**src/rtl/fetch_hazard_ctrl.sv**
```systemverilog
// Fetch-stage hazard controller: load-use interlock bubbles, redirect squash slots and
// saturating performance counters for bubbles and interlocks.
module fetch_hazard_ctrl #(
  parameter int unsigned LOAD_DELAY     = 1,
  parameter int unsigned REDIRECT_SLOTS = 1,
  parameter int unsigned CNT_W          = 16
) (
  input  logic             clk,
  input  logic             reset,
  input  logic             stall,
  input  logic             redirect,
  input  logic [5:0]       decode_op,
  input  logic [5:0]       decode_rd,
  input  logic [5:0]       fetch_rs1,
  input  logic [5:0]       fetch_rs2,
  output logic             pc_stall,
  output logic             need_nop,
  output logic [1:0]       state,
  output logic [CNT_W-1:0] bubble_count,
  output logic [CNT_W-1:0] interlock_count
);

  typedef enum logic [1:0] {
    StRun       = 2'd0,
    StInterlock = 2'd1,
    StSquash    = 2'd2,
    StRsvd      = 2'd3
  } st_e;

  localparam logic [2:0] LoadCnt     = 3'(LOAD_DELAY - 1);
  localparam logic [2:0] RedirectCnt = 3'(REDIRECT_SLOTS - 1);

  st_e              state_q, state_d, cur_st;
  logic [2:0]       cnt_q, cnt_d;
  logic [CNT_W-1:0] bubble_q, bubble_d;
  logic [CNT_W-1:0] ilk_q, ilk_d;
  logic             is_load, load_use, ilk_inc;

  // Opcode 6'h22 sits inside the load range but never writes a register.
  assign is_load  = (decode_op[5:3] == 3'b100) && (decode_op != 6'h22);
  assign load_use = is_load && (decode_rd != 6'h00) &&
                    ((decode_rd == fetch_rs1) || (decode_rd == fetch_rs2));

  // While reset is held the outputs behave as if the FSM were already in RUN.
  assign cur_st = reset ? StRun : state_q;

  always_comb begin
    state_d  = state_q;
    cnt_d    = cnt_q;
    pc_stall = 1'b0;
    need_nop = 1'b0;
    ilk_inc  = 1'b0;

    if (stall) begin
      pc_stall = 1'b1;
      need_nop = 1'b1;
    end else if (redirect) begin
      need_nop = 1'b1;
      if (REDIRECT_SLOTS == 1) begin
        state_d = StRun;
        cnt_d   = 3'd0;
      end else begin
        state_d = StSquash;
        cnt_d   = RedirectCnt;
      end
    end else begin
      unique case (cur_st)
        StInterlock: begin
          pc_stall = 1'b1;
          need_nop = 1'b1;
          if (cnt_q <= 3'd1) begin
            state_d = StRun;
            cnt_d   = 3'd0;
          end else begin
            cnt_d = cnt_q - 3'd1;
          end
        end
        StSquash: begin
          need_nop = 1'b1;
          if (cnt_q <= 3'd1) begin
            state_d = StRun;
            cnt_d   = 3'd0;
          end else begin
            cnt_d = cnt_q - 3'd1;
          end
        end
        StRun: begin
          if (load_use) begin
            pc_stall = 1'b1;
            need_nop = 1'b1;
            ilk_inc  = 1'b1;
            if (LOAD_DELAY == 1) begin
              state_d = StRun;
              cnt_d   = 3'd0;
            end else begin
              state_d = StInterlock;
              cnt_d   = LoadCnt;
            end
          end else begin
            state_d = StRun;
          end
        end
        default: begin
          // Reserved encoding: RUN outputs, but always recover to RUN.
          if (load_use) begin
            pc_stall = 1'b1;
            need_nop = 1'b1;
            ilk_inc  = 1'b1;
          end
          state_d = StRun;
          cnt_d   = 3'd0;
        end
      endcase
    end
  end

  always_comb begin
    bubble_d = bubble_q;
    ilk_d    = ilk_q;
    if (need_nop && !(&bubble_q)) begin
      bubble_d = bubble_q + CNT_W'(1);
    end
    if (ilk_inc && !(&ilk_q)) begin
      ilk_d = ilk_q + CNT_W'(1);
    end
  end

  always_ff @(posedge clk) begin
    if (reset) begin
      state_q  <= StRun;
      cnt_q    <= 3'd0;
      bubble_q <= '0;
      ilk_q    <= '0;
    end else begin
      state_q  <= state_d;
      cnt_q    <= cnt_d;
      bubble_q <= bubble_d;
      ilk_q    <= ilk_d;
    end
  end

  assign state           = state_q;
  assign bubble_count    = bubble_q;
  assign interlock_count = ilk_q;

endmodule

```
**config.mk**
```make
export PLATFORM = sky130hd
export DESIGN_NAME = fetch_hazard_ctrl
export DESIGN_NICKNAME = d
export VERILOG_FILES = /design/src/rtl/fetch_hazard_ctrl.sv
export SDC_FILE = /design/constraint.sdc
export NUM_CORES = 1
export LEC_CHECK = 0
export BUFFER_PORTS_ARGS = -buffer_cell sky130_fd_sc_hd__buf_4
export CAP_MARGIN = 10
export CELL_PAD_IN_SITES_DETAIL_PLACEMENT = 1
export CELL_PAD_IN_SITES_GLOBAL_PLACEMENT = 1
export CORE_AREA = 3 3 73 75
export DETAILED_ROUTE_END_ITERATION = 8
export DIE_AREA = 0 0 76 78
export PLACE_DENSITY = 0.81
export SLEW_MARGIN = 20
export SYNTH_ARGS = -nofsm -noshare
export SYNTH_HDL_FRONTEND = slang
export SYNTH_SLANG_ARGS = --single-unit
```
**constraint.sdc**
```tcl
create_clock -name clk -period 3.3 [get_ports clk]
set_input_delay 0.66 -clock clk [delete_from_list [all_inputs] [get_ports clk]]
set_output_delay 0.66 -clock clk [all_outputs]
set_load 0.005 [all_outputs]
```
Yosys cells after proc, flatten, opt, wreduce, memory -nomap -nowiden
Index checks and enable logic that the tools add are counted.

word-level totals
  bits in registers = 37
  output and inout bits = 36

cells by class
  equality and inequality tests = 8
  reduce and logical (&&, ||, !) cells = 15
  $lt $le $gt $ge = 1
  multiplexer cells = 18
  bitwise gates (word level) = 1
  add/sub/neg operators = 3

operators by type and width
  operator                                                                  count
  16-bit by 1-bit adder with 16-bit output (second input constant)          2
  16-bit AND reduction                                                      2
  6-bit == test                                                             2
  1-bit 2-to-1 mux                                                          9
  3-bit 2-to-1 mux                                                          3
  2-bit 2-to-1 mux                                                          4
  6-bit inequality test (second input constant)                             1
  3-bit one-hot mux with 2 select lines                                     1
  6-bit nonzero test                                                        1
  1-bit logical AND                                                         5
  2-bit AND reduction                                                       2
  3-bit == test (second input constant)                                     1
  3-bit by 1-bit <= comparator with 1-bit output (second input constant)    1
  3-bit by 1-bit inequality test with 1-bit output (second input constant)  1
  3-bit inequality test (second input constant)                             1
  3-bit by 1-bit subtractor with 3-bit output (second input constant)       1
  2-bit by 1-bit == test with 1-bit output (second input constant)          1
  2-bit == test (second input constant)                                     1
  1-bit zero test                                                           2
  2-bit zero test                                                           1
  1-bit one-hot mux with 2 select lines                                     1
  2-bit OR reduction                                                        1
  1-bit logical OR                                                          1
  1-bit NOT                                                                 1

Longest topological paths before layout
Gate-level depths: netlist (run 1).

  word-level depth = 9
  mapped depth = 10
  gate-level depth less buffers = 7

Worst setup path after synthesis (run 1)
Ideal clock, no wire load.

  path kind = input to output
  start = input port decode_rd[2]
  end = output port need_nop
  data required time = 2.640 ns
  arrival = 1.582 ns
  setup slack = 1.058 ns
  stages on the path = 4
  cell sequence = or4_1 > nor3_2 > or2_2 > o21ai_1

between the ends
  cells in the longest elaborated chain, start to end = 7

RTL lines
  element                                                RTL line  RTL
  from (decl)                                            13        input logic [5:0] decode_rd,
  6-bit == test or 6-bit nonzero test (tied branches)    42, 41
  1-bit logical OR or 1-bit logical AND (tied branches)  42, 41
  1-bit logical AND (*)                                  41        assign load_use = is_load && (decode_rd != 6'h00) &&
  1-bit 2-to-1 mux (*)                                   88, 105
  1-bit 2-to-1 mux (*)                                   --
  1-bit 2-to-1 mux (*)                                   57        end else if (redirect) begin
  1-bit 2-to-1 mux (*)                                   54        if (stall) begin
  to (decl)                                              17        output logic need_nop,

Every way passes the cells marked *; elsewhere a longest branch is shown, timed or not.

Worst setup path in the final report (run 1)
Ends and elaborated chain as after synthesis.

==> flow_summary.yaml, run 1 <==
timing:
  rsz0062_at_grt: "false"
  post-route-period-util: 0.8045
  whs_ns: 0.5039
  finalMaxSlewViolations: 0
  fin_setup_tns_ns: 0
  fin_crit_ns: 2.655
  hold_viol_final: 0
  timing.fmax_mhz: 376.7
  fin_skew_ns: 0.004998
  setup_viol: 0
  setup_slack_ns: 0.6451
place:
  place_ws_ns: 0.5857
  port_buffers: 61
  place_area_um2: 2297
  globalplace.congestion: 0.7340
  hpwl_um: 3758
logic_synthesis:
  synth.avg_cell_area_um2: 8.016
  syn-instance-count: 224
  async_flop_share: 0
  ys_seq_area_frac: 0.3568
  yosysUniqueCellTypes: 38
  synth-edff-count: 0
  yosysWarnings: 0
  ys_ff_latch: 32
  synth_ff_type: "dfxtp_1"
  syn_area_um2: 1795
pwr:
  peakVddDrop_uv: 246.2
  powerDensity_nw_per_um2: 356.1
  power.leakage_uw: 0.0008606
routing:
  postRouteAntennaNets: 0
  drtIter0Drc: 65
  drtPass1Iterations: 4
  wl_um: 4963
  via_count: 1861
  drc: 0
  post_drt_via_cell_ratio: 5.272
  routedWlPerCell_um: 14.06
clock_network:
  cts_hold_buf: 0
  cts_root_buffer: "clkbuf_8"
  clkSlewWorstSetupHoldPaths_ns: 0.07
  clk_latency_ns: 0.28
  post_cts_buffers: 0
  clock_sink_count: 32
  cts_resized: 0
  htree_levels: 2
  cts_made_buffers: 5
  clockBufferDepth: 2
  cts_tree: "built"
setup_path:
  path_max_fanout: 5
  cp_top_family: "simple AND/OR/NAND/NOR gates"
  crit_required_ns: 2.64
  path_depth: 6
  crit_end: "need_nop"
  rrSetupSlack_ns: 0.87
  cp-start-kind: "input pin"
  arrival_ns: 1.99
  slowest_stage: "or4_1"
  r2r_end: "interlock_count[11]"
  cpMostUsedCell: "buf_4"
  rr_worst_depth: 7
  crit_path_end_kind: "output pin"
  critPathBufInv: 2
  cp_cell_sequence: "buf_4 > or4_1 > nor3_2 > or2_2 > o21ai_1 > buf_4"
  r2r_start: "interlock_count[0]"
  crit_start: "decode_rd[2]"
  worstSetupPathType: "in2out"
  slowest_delay_ns: 0.57
floorplanning:
  die_y_um: 78
  coreArea_um2: 4723
  pin_count: 64
  dieWidth_um: 76
  die_area_um2: 5928
  start_util: 0.3801
  std_cell_rows: 25
hold_path:
  hold_class: "reg2reg"
global_routing:
  grt-ovfl-total: 0
  grt_pass1_wl_um: 8680
  grt_start_max_net_pins: 33
  grt_pass1_vias: 1855
  antenna_found_initial: 0
  grt_usage: 0.1741
layout:
  final_cell_mix: "buf_4 (62), dfxtp_1 (32), a21oi_1 (24)"
  antenna_cells: 0
  final_area_um2: 2405
  drive_gt1_frac: 0.2692
  syn_to_final_growth_pct: 33.94
  mostFrequentLayoutCell: "buf_4"
  fin_nets: 315
run_status:
  outcome: "finished clean"
job:
  max-cap-violations: 0
==> registers in the layout, indices dropped and copies added, names as in the netlist <==
| name | flops |
|---|---|
| bubble_count | 16 |
| interlock_count | 16 |
==> worst reg2reg max path: cells and delay by family, from the launching register on <==
family          cells  cell delay, ns
compound gates      2            0.40
flops               1            0.36
fa+ha+maj           1            0.26
simple gates        4            1.35
==> Yosys cell counts (2+ instances only) <==
| master | number | area, um2 |
|---|---|---|
| dfxtp_1 | 32 | 640.6 |
| nor2b_1 | 2 | 12.51 |
| buf_4 | 4 | 30.03 |
| ha_1 | 2 | 25.02 |
| mux2i_1 | 2 | 20.02 |
| clkbuf_1 | 3 | 11.26 |
| xnor2_1 | 16 | 140.1 |
| nor2_1 | 15 | 56.30 |
| or2_2 | 2 | 12.51 |
| and4_1 | 2 | 17.52 |
| o21ai_0 | 11 | 55.05 |
| nor3_1 | 7 | 35.03 |
| or3_1 | 15 | 93.84 |
| nand3_1 | 12 | 60.06 |
| o21ai_1 | 5 | 25.02 |
| nand4_1 | 9 | 56.30 |
| buf_2 | 2 | 10.01 |
| o31ai_1 | 8 | 60.06 |
| nand2_1 | 16 | 60.06 |
| inv_1 | 10 | 37.54 |
| xor2_1 | 2 | 17.52 |
| or4_1 | 8 | 60.06 |
| a21oi_1 | 24 | 120.1 |
==> metal layers <==
layer / wire length (um) / part of all wire / global-route usage
met1: 2227 / 0.45 / 0.2122
met5: 0 / 0 / 0
met2: 2515 / 0.51 / 0.3147
met4: 51 / 0.010 / 0.04891
met3: 170 / 0.034 / 0.03016
==> through the flow <==
stage | total power (uW) | instances | util
after detailed placement | 490.7 | 345 | 0.4864
after global routing | 887.9 | 353 | 0.5091
after floorplan | 445.8 | 225 | -
after global placement | 487.8 | 345 | 0.4864
after CTS | 865.0 | 353 | 0.5091
final | 856.4 | 353 | 0.5091
==> how the worst min path moves through the flow <==
stage | start | endpoint | slack, ns | depth (start not counted)
floorplan | interlock_count[15] | interlock_count[15] | 0.48 | 2
global placement | interlock_count[11] | interlock_count[11] | 0.48 | 2
CTS | interlock_count[11] | interlock_count[11] | 0.50 | 2
global route | interlock_count[11] | interlock_count[11] | 0.52 | 2
detailed placement | interlock_count[11] | interlock_count[11] | 0.49 | 2
finish | bubble_count[9] | bubble_count[9] | 0.50 | 2
==> power breakdown <==
part	switching, uW	internal (uW)	total [uW]
logic	39.3	46.1	85.4
clock network	151	224	375
registers	5.73	390	396
total	196	660	856
==> kinds of logic (layout without fill, tap and decap cells) <==
kind of cell,after synthesis,in the layout,synth area share
AND/OR/NAND/NOR,94,94,0.2885
other,1,2,0.002089
XOR/XNOR,18,18,0.08780
multiplexers,2,2,0.01115
AO/OA/AOI/OAI,56,56,0.1903
adder cells (fa/ha/maj),2,2,0.01394
flip-flops,32,32,0.3568
buffers and inverters,19,80,0.04948
==> layout make-up <==
| type | instances | area [um2] |
|---|---|---|
| multi-input cells | 174 | 1070 |
| flip-flops and latches | 32 | 640.6 |
| clock inverters | 2 | 35.03 |
| fillers | 584 | 2318 |
| inverters | 10 | 37.54 |
| clock buffers | 6 | 72.57 |
| repair buffers | 62 | 465.4 |
| well taps | 67 | 83.83 |
Note: power is estimated with default switching activity, not from simulation.
==> run 2, diff against run 1 <==
CORE_AREA = 3 3 76 78   (was 3 3 73 75)
DIE_AREA = 0 0 79 81   (was 0 0 76 78)
PLACE_DENSITY = 0.75   (was 0.81)
clock period = 2.5 ns   (was 3.3 ns; I/O delays follow)
==> flow_summary.yaml, run 2 (synthesis results as in run 1) <==
pwr:
  power.share.clock: 0.395
  pwr-share-seq: 0.496
  peakVddDrop_uv: 321.7
  power.leakage_uw: 0.0008859
  internal-power_uw: 796.9
  p_comb_frac: 0.108
  power_switching_uw: 254.5
  powerDensity_nw_per_um2: 430.3
  swShare: 0.2421
layout:
  mostFrequentLayoutCell: "buf_4"
  final_cell_mix: "buf_4 (66), dfxtp_1 (32), a21oi_1 (24)"
  syn_to_final_growth_pct: 36.10
  nFillCells: 671
  fin_nets: 320
  drive_gt1_frac: 0.2852
  antenna_cells: 0
  multi_input_area_um2: 1070
  final_core_util: 0.4754
  register_area_um2: 640.6
floorplanning:
  std_cell_rows: 26
  die_area_um2: 6399
  start_util: 0.3493
  dieWidth_um: 79
  pin_count: 64
  die_y_um: 81
  coreArea_um2: 5140
global_routing:
  antenna_found_initial: 0
  grt_pass1_wl_um: 8397
  grt-ovfl-total: 0
  grt_usage: 0.1624
  grt_pass1_vias: 1823
  grt_start_max_net_pins: 33
setup_path:
  arrival_ns: 1.82
  crit_required_ns: 2.00
  crit_path_end_kind: "output pin"
  path_max_fanout: 5
  cp-start-kind: "input pin"
  worstSetupPathType: "in2out"
  rrSetupSlack_ns: 0.39
timing:
  fin_crit_ns: 2.323
  rsz0062_at_grt: "false"
  finalMaxSlewViolations: 0
  setup_viol: 0
  fin_setup_tns_ns: 0
  post-route-period-util: 0.9292
  whs_ns: 0.5087
  timing.fmax_mhz: 430.5
  hold_viol_final: 0
  fin_skew_ns: 0.007996
run_status:
  outcome: "finished clean"
place:
  hpwl_um: 3905
  globalplace.congestion: 0.7278
  port_buffers: 61
clock_network:
  cts_root_buffer: "clkbuf_8"
  clkSlewWorstSetupHoldPaths_ns: 0.07
  htree_levels: 2
  clock_sink_count: 32
  clockBufferDepth: 2
  cts_tree: "built"
  cts_hold_buf: 0
  cts_made_buffers: 5
  post_cts_buffers: 0
  cts_resized: 0
  clk_latency_ns: 0.28
routing:
  routedWlPerCell_um: 13.97
  drtPass1Iterations: 4
  post_drt_via_cell_ratio: 5.175
  drc: 0
  via_count: 1868
  wl_um: 5043
  drtIter0Drc: 41
  postRouteAntennaNets: 0
hold_path:
  hold_class: "reg2reg"
job:
  max-cap-violations: 0
[run 2: path summary, 6_finish.rpt]
path                                       from               end  depth (start not counted)
worst min register to register  bubble_count[9]   bubble_count[9]                          2
worst max register to register  bubble_count[0]  bubble_count[13]                          8
worst max-delay path               decode_rd[2]          need_nop                          6
worst min-delay path            bubble_count[9]   bubble_count[9]                          2
[run 2: per-stage QoR]
step | setup slack, ns | cell area, um2 | std cells | power, uW
2_1_floorplan | 0.4540 | 1799 | 225 | 588.4
3_3_place_gp | 0.2038 | 2351 | 353 | 647.2
3_5_place_dp | 0.1648 | 2351 | 353 | 648.9
4_1_cts | 0.1593 | 2444 | 361 | 1069
5_1_grt | 0.08788 | 2444 | 361 | 1107
6_report | 0.1770 | 2444 | 361 | 1051
[run 2: critical path, cell delays in order]
cell and delay [ns]:
buf_4 0.13, or4_1 0.54, nor3_2 0.21, or2_2 0.17
o21ai_1 0.11, buf_4 0.17
[run 2: power by group through the flow]
stage / Combinational (uW) / Clock, uW / Sequential [uW]
floorplan: 56.1 / 0 / 532
global placement: 114 / 0 / 533
detailed placement: 115 / 0 / 534
CTS: 116 / 431 / 522
global route: 127 / 458 / 522
finish: 114 / 416 / 522
[run 2: cell type report]
| type | count | area share |
|---|---|---|
| repair buffers | 67 | 0.2110 |
| well taps | 70 | 0.03584 |
| flip-flops and latches | 32 | 0.2622 |
| inverters | 10 | 0.01536 |
| clock inverters | 2 | 0.004096 |
| clock buffers | 6 | 0.03379 |
| multi-input cells | 174 | 0.4378 |
[run 2: routing by layer]
metal | routed length (um) | global-route usage
met3 | 218 | 0.04878
met1 | 2266 | 0.1897
met5 | 0 | 0
met2 | 2526 | 0.2963
met4 | 33 | 0.02921
==> run 3, diff against run 2 <==
CORE_AREA = 2 2 74 76   (was 3 3 76 78)
CTS_BUF_LIST = sky130_fd_sc_hd__clkbuf_2 sky130_fd_sc_hd__clkbuf_4 sky130_fd_sc_hd__clkbuf_8   (was not set)
DIE_AREA = 0 0 76 78   (was 0 0 79 81)
PLACE_DENSITY = 0.77   (was 0.75)
==> flow_summary.yaml, run 3 (synthesis results as in run 1) <==
setup_path:
  cp-start-kind: "input pin"
  cpMostUsedCell: "buf_4"
  cp_cell_sequence: "buf_4 > or4_1 > nor3_2 > or2_2 > o21ai_1 > buf_4"
  rrSetupSlack_ns: 0.40
  crit_path_end_kind: "output pin"
  arrival_ns: 1.79
  slowest_stage: "or4_1"
  crit_required_ns: 2.00
  slowest_delay_ns: 0.53
  path_max_fanout: 5
  crit_start: "decode_rd[2]"
  worstSetupPathType: "in2out"
  r2r_start: "bubble_count[4]"
place:
  placed_cells: 353
  place_area_um2: 2338
  port_buffers: 61
  globalplace.congestion: 0.8089
  hpwl_um: 3790
routing:
  postRouteAntennaNets: 0
  drtIter0Drc: 47
  drtPass1Iterations: 4
  wl_um: 4975
  post_drt_via_cell_ratio: 5.252
  routedWlPerCell_um: 13.78
  via_count: 1896
  drc: 0
clock_network:
  cts_resized: 0
  clockBufferDepth: 2
  cts_root_buffer: "clkbuf_8"
  clkSlewWorstSetupHoldPaths_ns: 0.07
  htree_levels: 2
  clk_latency_ns: 0.28
  cts_hold_buf: 0
  cts_tree: "built"
  cts_made_buffers: 5
  clock_sink_count: 32
  post_cts_buffers: 0
layout:
  drive_gt1_frac: 0.2852
  final_area_um2: 2465
  antenna_cells: 0
  final_cell_mix: "buf_4 (67), dfxtp_1 (32), a21oi_1 (24)"
  nFillCells: 642
  finalNonFillerCells: 361
  syn_to_final_growth_pct: 37.28
  fin_nets: 320
  mostFrequentLayoutCell: "buf_4"
floorplanning:
  die_y_um: 78
  coreArea_um2: 5042
  dieWidth_um: 76
  pin_count: 64
  die_area_um2: 5928
  std_cell_rows: 26
  start_util: 0.3561
timing:
  fin_skew_ns: 0.006631
  post-route-period-util: 0.9145
  fin_setup_tns_ns: 0
  whs_ns: 0.5049
  hold_viol_final: 0
  finalMaxSlewViolations: 0
  setup_viol: 0
  fin_crit_ns: 2.286
  timing.fmax_mhz: 437.4
  rsz0062_at_grt: "false"
global_routing:
  grt_use_met1: 0.1944
  grt_pass1_wl_um: 8197
  met2_usage: 0.3089
  grt-ovfl-total: 0
  antenna_found_initial: 0
  grtUsageMet3: 0.03953
  grt_usage: 0.1686
  busiest_layer: "met2"
  grt_pass1_vias: 1811
  grt_start_max_net_pins: 33
pwr:
  power_uw: 1183
  peakVddDrop_uv: 368.1
  powerDensity_nw_per_um2: 479.9
  power.leakage_uw: 0.0008929
hold_path:
  min-delay-start: "interlock_count[11]"
  hold_class: "reg2reg"
run_status:
  outcome: "finished clean"
job:
  max-cap-violations: 0
-- run 3: changes by cell type in the layout (fill, tap and decap cells not counted) --
cell       change
bufinv_16      +1
buf_4          +1
clkinv_2       -2
buf_12         -1
clkbuf_8       +1
-- run 3: per-stage QoR --
step / utilization / setup WS [ns]
2_1_floorplan: - / 0.4540
3_3_place_gp: 0.4638 / 0.2120
3_5_place_dp: 0.4638 / 0.1994
4_1_cts: 0.4888 / 0.1987
5_1_grt: 0.4888 / 0.05844
6_report: 0.4888 / 0.2137
-- run 3: layer usage --
| metal | vias up | wire, um |
|---|---|---|
| met5 | - | 0 |
| met4 | 0 | 36 |
| met3 | 6 | 166 |
| met2 | 35 | 2611 |
| met1 | 908 | 2160 |
| li1 | 947 | - |
-- run 3: area by class of cell --
class | count | area (um2) | area share
clock buffer | 7 | 96.34 | 0.03909
inverter | 10 | 37.54 | 0.01523
clock inverter | 1 | 30.03 | 0.01218
timing repair buffer | 67 | 503.0 | 0.2041
sequential | 32 | 640.6 | 0.2599
tap | 70 | 87.58 | 0.03553
multi-input combinational | 174 | 1070 | 0.4340
-- run 3: final timing paths --
check	end	cells after the start
worst max register to register	bubble_count[4]	6
worst min register to register	interlock_count[11]	2
worst max-delay path	need_nop	6
worst min-delay path	interlock_count[11]	2
-- run 3: critical path, delay by kind of cell --
family | cells | cell delay [ns]
simple gates | 3 | 0.88
buf+inv | 2 | 0.29
compound gates | 1 | 0.11
-- run 3: where the power goes --
group | switching, uW | internal (uW) | total (uW)
registers | 6.69 | 515 | 521
logic | 52.1 | 62.5 | 115
clock network | 195 | 352 | 547
